File: src/rtl/sipo_pkg.sv
// Shared types and sizing helpers for the serial-to-parallel deserializer.
package sipo_pkg;

  typedef enum logic {
    HUNT,
    RECV
  } state_t;

  // Bit counter spans 0..n-1, so at least one bit is always needed.
  function automatic int cnt_w(input int n);
    return (n <= 2) ? 1 : $clog2(n);
  endfunction

endpackage

File: src/rtl/sipo_out_buf.sv
// Output word holding register with valid/ready handoff and sticky overrun.
module sipo_out_buf #(
  parameter int N = 4
) (
  input  logic         clk,
  input  logic         rst_n,
  input  logic         word_done,
  input  logic [N-1:0] word,
  input  logic         ready,
  input  logic         clr_ovr,
  output logic [N-1:0] data,
  output logic         valid,
  output logic         overrun
);

  logic xfer;
  logic load;
  logic drop;

  assign xfer = valid && ready;
  assign load = word_done && (!valid || ready);
  assign drop = word_done && valid && !ready;

  always_ff @(posedge clk or negedge rst_n) begin
    if (!rst_n) begin
      data  <= '0;
      valid <= 1'b0;
    end else if (load) begin
      data  <= word;
      valid <= 1'b1;
    end else if (xfer) begin
      valid <= 1'b0;
    end
  end

  // A drop in the same cycle as a clear keeps the flag set.
  always_ff @(posedge clk or negedge rst_n) begin
    if (!rst_n) begin
      overrun <= 1'b0;
    end else if (drop) begin
      overrun <= 1'b1;
    end else if (clr_ovr) begin
      overrun <= 1'b0;
    end
  end

endmodule

File: src/rtl/sipo_deser.sv
// MSB-first serial-to-parallel deserializer with sync-based word alignment.
module sipo_deser
  import sipo_pkg::*;
#(
  parameter int N = 4
) (
  input  logic         i_clk,
  input  logic         i_rst_n,
  input  logic         i_serial_in,
  input  logic         i_serial_valid,
  input  logic         i_sync,
  output logic [N-1:0] o_parallel_out,
  output logic         o_valid,
  input  logic         i_ready,
  output logic         o_overrun,
  input  logic         i_clr_ovr,
  output logic         o_frame_err
);

  localparam int CW = cnt_w(N);
  localparam logic [CW-1:0] LAST = CW'(N - 1);

  state_t         state;
  logic [CW-1:0]  count;
  logic [N-1:0]   shreg;
  logic           frame_err;
  logic [N-1:0]   word;
  logic           done;

  assign word = {shreg[N-2:0], i_serial_in};

  assign done = i_serial_valid && (state == RECV)
             && !i_sync && (count == LAST);

  always_ff @(posedge i_clk or negedge i_rst_n) begin
    if (!i_rst_n) begin
      state     <= HUNT;
      count     <= '0;
      shreg     <= '0;
      frame_err <= 1'b0;
    end else begin
      frame_err <= 1'b0;
      if (i_serial_valid) begin
        unique case (state)
          HUNT: begin
            if (i_sync) begin
              shreg <= {{(N-1){1'b0}}, i_serial_in};
              count <= CW'(1);
              state <= RECV;
            end
          end
          RECV: begin
            if (i_sync) begin
              // Resync: drop any partial word, restart at this bit.
              frame_err <= (count != '0);
              shreg     <= {{(N-1){1'b0}}, i_serial_in};
              count     <= CW'(1);
            end else begin
              shreg <= word;
              count <= (count == LAST) ? '0 : count + CW'(1);
            end
          end
          default: state <= HUNT;
        endcase
      end
    end
  end

  assign o_frame_err = frame_err;

  sipo_out_buf #(
    .N(N)
  ) u_out_buf (
    .clk      (i_clk),
    .rst_n    (i_rst_n),
    .word_done(done),
    .word     (word),
    .ready    (i_ready),
    .clr_ovr  (i_clr_ovr),
    .data     (o_parallel_out),
    .valid    (o_valid),
    .overrun  (o_overrun)
  );

endmodule

File: config.mk
export PLATFORM = sky130hd
export DESIGN_NAME = sipo_deser
export DESIGN_NICKNAME = d
export VERILOG_FILES = /design/src/rtl/sipo_pkg.sv /design/src/rtl/sipo_out_buf.sv /design/src/rtl/sipo_deser.sv
export SDC_FILE = /design/constraint.sdc
export NUM_CORES = 1
export LEC_CHECK = 0
export CORE_MARGIN = 2
export CORE_UTILIZATION = 30
export DETAILED_ROUTE_END_ITERATION = 6
export HOLD_SLACK_MARGIN = 0.15
export PLACE_DENSITY = 0.55
export SLEW_MARGIN = 20
export SYNTH_ARGS = -nofsm -noshare
export SYNTH_HDL_FRONTEND = slang
export SYNTH_SLANG_ARGS = --single-unit
File: constraint.sdc
create_clock -name i_clk -period 1.54 [get_ports i_clk]
set_input_delay 0.231 -clock i_clk [delete_from_list [all_inputs] [get_ports i_clk]]
set_output_delay 0.231 -clock i_clk [all_outputs]
set_load 0.005 [all_outputs]
==> results of run 1 <==
flip-flops by register name, summed over array words and instances, names as in the netlist:
register,cells
shreg,3
state,1
count,2
u_out_buf.data,4
u_out_buf.valid,1
o_frame_err,1
u_out_buf.overrun,1
layout make-up:
class,instances,area share
repair buffers,19,0.2181
clock buffers,4,0.03271
multi-input cells,27,0.2819
flip-flops and latches,13,0.4050
inverters,5,0.02336
well taps,25,0.03894
worst paths after layout:
path                                     end  slack, ps  cells after the start
min in group i_clk         u_out_buf.data[0]        510                      1
max in group asynchronous  u_out_buf.data[2]       1110                      2
hold / removal             u_out_buf.overrun        260                      2
setup reg to reg           u_out_buf.data[1]        100                      4
hold reg to reg            u_out_buf.data[0]        510                      1
setup / recovery           u_out_buf.data[1]        100                      4
cells by family after synthesis:
| group | count (synthesis) |
|---|---|
| muxes | 5 |
| adders and majority gates | 2 |
| and+or+nand+nor | 11 |
| AOI/OAI and AO/OA | 9 |
| DFF | 13 |
| buffers and inverters | 5 |
per-stage QoR:
stage,setup WS (ps),instance area [um2]
finish,102.6,803.3
CTS,70.08,803.3
floorplan,220.3,570.5
global route,29.16,803.3
global placement,-17.45,777.0
detailed placement,-8.457,777.0
cells in the mapped netlist, types with 2 or more instances:
| master | instances |
|---|---|
| o21ai_0 | 2 |
| nand2_1 | 4 |
| mux2_2 | 5 |
| dfrtp_1 | 13 |
| inv_1 | 5 |
| ha_1 | 2 |
| nor3b_1 | 2 |
| o22ai_1 | 3 |
critical path: stages, from the launching register on:
cell	delay, ps
dfrtp_1	400
ha_1	240
nand4b_4	140
nor2b_4	190
mux2_2	350
per-layer routing:
metal / vias up / share of wire / track usage
li1: 203 / - / -
met1: 196 / 0.44 / 0.1212
met2: 13 / 0.47 / 0.1622
met3: 2 / 0.077 / 0.05660
met4: 0 / 0.010 / 0.03243
met5: - / 0 / 0
where the power goes:
group / leakage (nW) / internal (mW) / switching [mW]
clock network: 0.0150 / 0.100 / 0.0997
registers: 0.164 / 0.402 / 0.0331
logic: 0.183 / 0.154 / 0.0738
==> results.md, run 1 <==
- Outcome: completed
- Area of the multi-input gates: 226.5 um2
- Synth Area in Compound Gates: 0.1096
- Max Cap Viol: 0
- Mean Syn Cell Area: 12.68 um2
- Multiplexer share of the synthesized area: 0.09868
- Most frequent cells in the layout: 13 x dfrtp_1, 13 x clkdlybuf4s50_1, 6 x buf_4, 5 x inv_1, 5 x mux2_2
- Die X: 47.61 um
- P_leak: 0.3628 nW
- HP Class: in -> async
- DRT Pass-1 Iters: 1
- R2R Path Start: count[0]
- Final Max Tran Viols: 0
- Crit path arrival time: 1590 ps
- Remaining DRCs: 0
- Vias in the first global route: 356
- Antenna Cells: 0
- Clock Latency Late Sink: 270 ps
- Total number of yosys warnings: 0
- Pwr Total: 0.8633 mW
- CTS tree: done
- Unrepaired setup endpoints after global routing: no
- I/O Pins: 14
- Number of core rows: 15
- Cell taking the most area after synthesis: dfrtp_1
- DR vias: 414
- Initial antenna violation count: 0
- Yosys cell types: 17
- DP Wirelength: 754.8 um
- Post-Syn Nets: 54
- Predominant post-synthesis flop cell: dfrtp_1
- Critical path class: reg -> reg
- Xor and xnor area share after synthesis: 0
- Setup repair bufs after CTS: 0
- Cell area after synthesis: 570.5 um2
- Resize count post-CTS: 0
- Initial DRC Count: 0
- Core region area: 0.001764 mm2
- Finished Layout Cells: 93
- Clock skew: 8.315 ps
- Clock period minus worst slack: 1437 ps
- Setup total negative slack: 0 ps
- Synth async-reset ratio: 1.000
- Register area share after synthesis: 0.5702
- Post-synth top area share: 0.5702
- Largest net degree at the start of global routing: 14
- First-pass GRT wire length: 1552 um
- Htree depth: 1
- Final period utilization: 0.9334
- Critical Path Start: count[0]
- Die Y-Extent: 47.61 um
- Required time of the critical path: 1690 ps
- Routed Antenna Nets: 0
- Least-Margin Pin Slew: 274.9 ps
- Clock slew at reported path FFs: 80 ps
- Final core utilization: 0.4553
- Combinational family with the most area after synthesis: simple AND/OR/NAND/NOR gates
- Slew HR: 0.8148
- P&R area growth vs syn: 40.79%
- Final Hold Vio Count: 0
- Drt wl/cell: 10.61 um
- Fmax: 695.7 MHz
- Initial Utilization: 0.3234
- CTS sink cnt: 13
- Simple-gate share of the synthesized area: 0.1447
- Root buf cell: clkbuf_4
- Final Setup Violations: 0
- Detailed Route WL: 987 um
- Cts-stage hold buffer count: 0
- Port bufs: 13
- CTS Buffer Depth: 2
- Layout cells sized above 1: 0.2500
- Dpl cells: 89
- Worst VDD drop: 0.7885 mV
- CP Launch Type: flip-flop
- DR vias/cell: 4.452
- Die area: 0.002267 mm2
- Post-synthesis register bit count: 13
- Adder-Cell Fraction of Synth Area: 0.04386
- GRT Util Overall: 0.1032
- Hold WS: 261.2 ps
- FF/Latch Area: 325.3 um2
- Grt ovf: 0
- Top cells by area, synth: dfrtp_1 57%, mux2_2 9.9%, ha_1 4.4%
- Nets: 78
- Filler cell count in the final layout: 182
- Synth Instances: 45
- P per Cell Area: 1075 mW/mm2
- Crit path max fanout: 4
- Gp weighted congestion: 0.6721
- EDFF count, synth: 0
- CTS Buf Count: 3
- Crit. End Element: flip-flop
Note: power is estimated with default switching activity, not from simulation.
==> run 2: changes to the inputs <==
--- a/config.mk
+++ b/config.mk
@@ -5,11 +5,13 @@
 export SDC_FILE = /design/constraint.sdc
 export NUM_CORES = 1
 export LEC_CHECK = 0
+export CELL_PAD_IN_SITES_DETAIL_PLACEMENT = 0
+export CELL_PAD_IN_SITES_GLOBAL_PLACEMENT = 1
 export CORE_MARGIN = 2
 export CORE_UTILIZATION = 30
 export DETAILED_ROUTE_END_ITERATION = 6
 export HOLD_SLACK_MARGIN = 0.15
-export PLACE_DENSITY = 0.55
+export PLACE_DENSITY = 0.66
 export SLEW_MARGIN = 20
 export SYNTH_ARGS = -nofsm -noshare
 export SYNTH_HDL_FRONTEND = slang
==> run 2 against run 1 <==
Sequential share of layout area did not move. Die area did not move. Via count rose by 1.9%. Fmax rose by 2.3%. Worst setup slack improved by 32 ps. Critical path depth did not move. Non-clock buffer count did not move. Total power rose by 0.78%. Flip-flop and latch count did not move. Critical path type unchanged.
==> results.md, run 2 (same netlist as run 1, synthesis figures left out) <==
- Unrepaired setup endpoints after global routing: no
- Switching power of the nets: 0.2118 mW
- Biggest register: u_out_buf.data
- Hold WS: 263.2 ps
- DR vias/cell: 4.538
- Final Setup Violations: 0
- DR vias: 422
- Routed Antenna Nets: 0
- Largest net degree at the start of global routing: 14
- P per Cell Area: 1083 mW/mm2
- Critical path depth in cells: 4
- Pwr Total: 0.8701 mW
- Fmax: 711.5 MHz
- Crit path to: u_out_buf.data[2]
- Remaining DRCs: 0
- Combinational Power Share: 0.265
- Detailed Route WL: 1004 um
- Switching Fraction: 0.2434
- Critical path class: reg -> reg
- Crit path max fanout: 4
- Drt wl/cell: 10.80 um
- Cts-stage hold buffer count: 0
- Max stage delay on crit path: 390 ps
- P_int: 0.6583 mW
- First-pass GRT wire length: 1745 um
- Vias in the first global route: 397
- Crit path arrival time: 1560 ps
- Clock group share of total power: 0.234
- P_leak: 0.3635 nW
- DRT Pass-1 Iters: 3
- Flip-flop count of the largest register after layout: 4
- P&R area growth vs syn: 40.79%
- Final instance area: 803.3 um2
- Setup repair bufs after CTS: 0
- Root buf cell: clkbuf_4
- Top flop regs: u_out_buf.data x4, shreg x3, count x2
- Initial DRC Count: 5
- HP Class: in -> async
- CTS tree: done
- CTS Buffer Depth: 2
- Cell Chain, Critical Path: ha_1, nand4b_4, nor2b_4, mux2_2
- GRT Util Overall: 0.1131
- Reg2reg end: u_out_buf.data[2]
- Critical path buffers and inverters: 0
- Nets: 78
- Layout cells sized above 1: 0.2500
- Sequential share of power: 0.501
- Setup total negative slack: 0 ps
- CP top delay family: flip-flops
- Outcome: completed
- Initial Utilization: 0.3234
- Core region area: 0.001764 mm2
- Resize count post-CTS: 0
- Max Cap Viol: 0
- Required time of the critical path: 1690 ps
- Die Y-Extent: 47.61 um
- Area post-placement: 777.0 um2
- CTS sink cnt: 13
- Grt ovf: 0
- Crit. End Element: flip-flop
- Finished Layout Cells: 93
- CP Launch Type: flip-flop
- Clock period minus worst slack: 1406 ps
- Dpl cells: 89
- GRT met1 Usage: 0.1303
- Critical Path Start: count[0]
- Slew HR: 0.7864
- CTS Buf Count: 3
- Cells on worst reg2reg path: 4
- Crit-path slowest cell: dfrtp_1
- Internal reg-to-reg setup slack: 130 ps
- GR Layer Usage met3: 0.03774
- Grt met2 use: 0.1919
- Antenna Cells: 0
- Number of core rows: 15
- Filler cell count in the final layout: 186
- DP Wirelength: 802.3 um
- Die X: 47.61 um
- R2R Path Start: count[0]
- Most frequent cells in the layout: 13 x dfrtp_1, 13 x clkdlybuf4s50_1, 6 x buf_4, 5 x inv_1, 5 x mux2_2
- Die area: 0.002267 mm2
- Final period utilization: 0.9127
- Gp weighted congestion: 0.6947
- I/O Pins: 14
- Final Max Tran Viols: 0
- Clock skew: 3.011 ps
- Htree depth: 1
- Least-Margin Pin Slew: 317.1 ps
- GRT Max-Usage Layer: met2
- Initial antenna violation count: 0
- Final Hold Vio Count: 0
- Clock Latency Late Sink: 270 ps
- Worst VDD drop: 0.5941 mV
- Clock slew at reported path FFs: 80 ps
- Port bufs: 13
## run 2: final cells by class
| class | count | area (um2) | share of cell area |
|---|---|---|---|
| Timing Repair Buffer | 19 | 175.2 | 0.2181 |
| Multi-Input combinational cell | 27 | 226.5 | 0.2819 |
| Sequential cell | 13 | 325.3 | 0.4050 |
| Clock buffer | 4 | 26.28 | 0.03271 |
| Inverter | 5 | 18.77 | 0.02336 |
| Tap cell | 25 | 31.28 | 0.03894 |
## run 2: worst min path at each step
stage                 startpoint           endpoint  slack (ps)
2_1_floorplan            i_rst_n           count[0]         -60
3_3_place_gp   u_out_buf.data[2]  u_out_buf.data[2]         500
3_5_place_dp   u_out_buf.data[3]  u_out_buf.data[3]         500
4_1_cts                  i_rst_n           count[1]         270
5_1_grt                  i_rst_n  u_out_buf.overrun         270
6_report                 i_rst_n        o_frame_err         260
## run 2: power by group through the flow
stage	sequential, mW	combinational, mW	clock, mW
global placement	0.444	0.231	0
global route	0.446	0.256	0.230
CTS	0.438	0.235	0.216
detailed placement	0.444	0.233	0
finish	0.436	0.230	0.204
floorplan	0.443	0.0875	0
## run 2: metal layers
metal / wire length, um / up-vias
met5: 0 / -
met4: 0 / 0
met3: 58 / 0
met2: 488 / 11
met1: 457 / 204
li1: - / 207
## run 2: through the flow
step	setup slack, ps	utilization
3_3_place_gp	-5.109	0.4404
4_1_cts	119.2	0.4553
6_report	134.4	0.4553
2_1_floorplan	220.3	-
5_1_grt	45.14	0.4553
3_5_place_dp	-27.10	0.4404
==> run 3: changes to the inputs <==
--- a/config.mk
+++ b/config.mk
@@ -8,10 +8,10 @@
 export CELL_PAD_IN_SITES_DETAIL_PLACEMENT = 0
 export CELL_PAD_IN_SITES_GLOBAL_PLACEMENT = 1
 export CORE_MARGIN = 2
-export CORE_UTILIZATION = 30
+export CORE_UTILIZATION = 35
 export DETAILED_ROUTE_END_ITERATION = 6
 export HOLD_SLACK_MARGIN = 0.15
-export PLACE_DENSITY = 0.66
+export PLACE_DENSITY = 0.75
 export SLEW_MARGIN = 20
 export SYNTH_ARGS = -nofsm -noshare
 export SYNTH_HDL_FRONTEND = slang
==> run 3 against run 2 <==
Critical path type unchanged. Combinational power is essentially flat. Core utilization rose by 6.4 points. Global-route usage up 0.16 points. Die area fell by 13%.
==> results.md, run 3 (same netlist as run 1, synthesis figures left out) <==
- Drt wl/cell: 10.81 um
- Crit. End Element: flip-flop
- Finished Layout Cells: 84
- Pwr Total: 0.8693 mW
- Initial DRC Count: 0
- Gp weighted congestion: 0.7793
- Clock slew at reported path FFs: 80 ps
- Outcome: completed
- Clock period minus worst slack: 1396 ps
- Flip-flop count of the largest register after layout: 4
- Least-Margin Pin Slew: 290.3 ps
- Setup total negative slack: 0 ps
- Filler cell count in the final layout: 155
- P_leak: 0.3635 nW
- Dpl cells: 80
- Antenna Cells: 0
- Die area: 0.001969 mm2
- Setup repair bufs after CTS: 0
- Core region area: 0.001524 mm2
- Initial antenna violation count: 0
- Final Max Tran Viols: 0
- Max stage delay on crit path: 400 ps
- DR vias: 398
- Critical path class: reg -> reg
- Nets: 78
- Crit-path slowest cell: dfrtp_1
- Largest net degree at the start of global routing: 14
- Unrepaired setup endpoints after global routing: no
- Grt ovf: 0
- First-pass GRT wire length: 1580 um
- Port bufs: 13
- Crit path arrival time: 1560 ps
- Final Setup Violations: 0
- Initial Utilization: 0.3744
- Clock Latency Late Sink: 270 ps
- Cell Chain, Critical Path: ha_1, nand4b_4, nor2b_4, mux2_2
- Die X: 44.38 um
- Die Y-Extent: 44.38 um
- Final Hold Vio Count: 0
- Layout cells sized above 1: 0.2500
- CTS Buffer Depth: 2
- Top flop regs: u_out_buf.data x4, shreg x3, count x2
- I/O Pins: 14
- Worst VDD drop: 0.8353 mV
- CTS Buf Count: 3
- P&R area growth vs syn: 38.82%
- HP Class: in -> async
- Vias in the first global route: 401
- Fmax: 716.2 MHz
- GRT Util Overall: 0.1147
- CP Launch Type: flip-flop
- Clock skew: 1.543 ps
- Cts-stage hold buffer count: 0
- Detailed Route WL: 908 um
- Biggest register: u_out_buf.data
- DR vias/cell: 4.738
- Final period utilization: 0.9066
- DRT Pass-1 Iters: 1
- Required time of the critical path: 1700 ps
- CTS tree: done
- Max Cap Viol: 0
- P per Cell Area: 1098 mW/mm2
- Resize count post-CTS: 0
- Slew HR: 0.8044
- Htree depth: 1
- DP Wirelength: 730.2 um
- Most frequent cells in the layout: 13 x dfrtp_1, 13 x clkdlybuf4s50_1, 6 x buf_4, 5 x inv_1, 5 x mux2_2
- Root buf cell: clkbuf_4
- Critical path buffers and inverters: 0
- Number of core rows: 14
- CTS sink cnt: 13
- CP top delay family: flip-flops
- Routed Antenna Nets: 0
- Crit path max fanout: 4
- Remaining DRCs: 0
==> run 3: worst paths after layout <==
kind | from | end | slack [ps] | depth (start not counted)
setup / recovery | count[0] | u_out_buf.data[2] | 140 | 4
hold / removal | i_rst_n | u_out_buf.valid | 260 | 2
setup reg to reg | count[0] | u_out_buf.data[2] | 140 | 4
hold reg to reg | shreg[1] | u_out_buf.data[2] | 510 | 1
max in group asynchronous | i_rst_n | u_out_buf.overrun | 1120 | 2
min in group i_clk | shreg[1] | u_out_buf.data[2] | 510 | 1
==> run 3: area by class of cell <==
type / count / area (um2) / share of cell area
tap: 16 / 20.02 / 0.02528
clock buffer: 4 / 26.28 / 0.03318
multi-input combinational: 27 / 226.5 / 0.2859
timing repair buffer: 19 / 175.2 / 0.2212
inverter: 5 / 18.77 / 0.02370
sequential: 13 / 325.3 / 0.4107
==> run 3: per-layer routing <==
metal	share of wire	vias up	global-route usage
met3	0.059	2	0.02449
met2	0.42	11	0.1676
met5	0	-	0
li1	-	202	-
met4	0.013	0	0.09091
met1	0.51	183	0.1462
==> run 3: worst reg2reg max path, cell delays in order (launching register included) <==
cell	delay, ps
dfrtp_1	400
ha_1	230
nand4b_4	140
nor2b_4	180
mux2_2	340
==> run 3: metrics by stage <==
stage                     setup WS [ps]  hold WS, ps  instance area, um2    util
after global placement           -29.30        493.9               765.7  0.5025
final                             143.8        261.8               792.0  0.5197
after detailed placement         -50.95        489.1               765.7  0.5025
after CTS                         125.9        266.1               792.0  0.5197
after floorplan                   220.3       -64.59               570.5       -
after global routing              61.91        280.6               792.0  0.5197
==> run 3: power by group <==
part           total [mW]  switching (mW)  internal [mW]
clock network       0.207           0.107          0.100
registers           0.436          0.0337          0.402
logic               0.227          0.0714          0.155
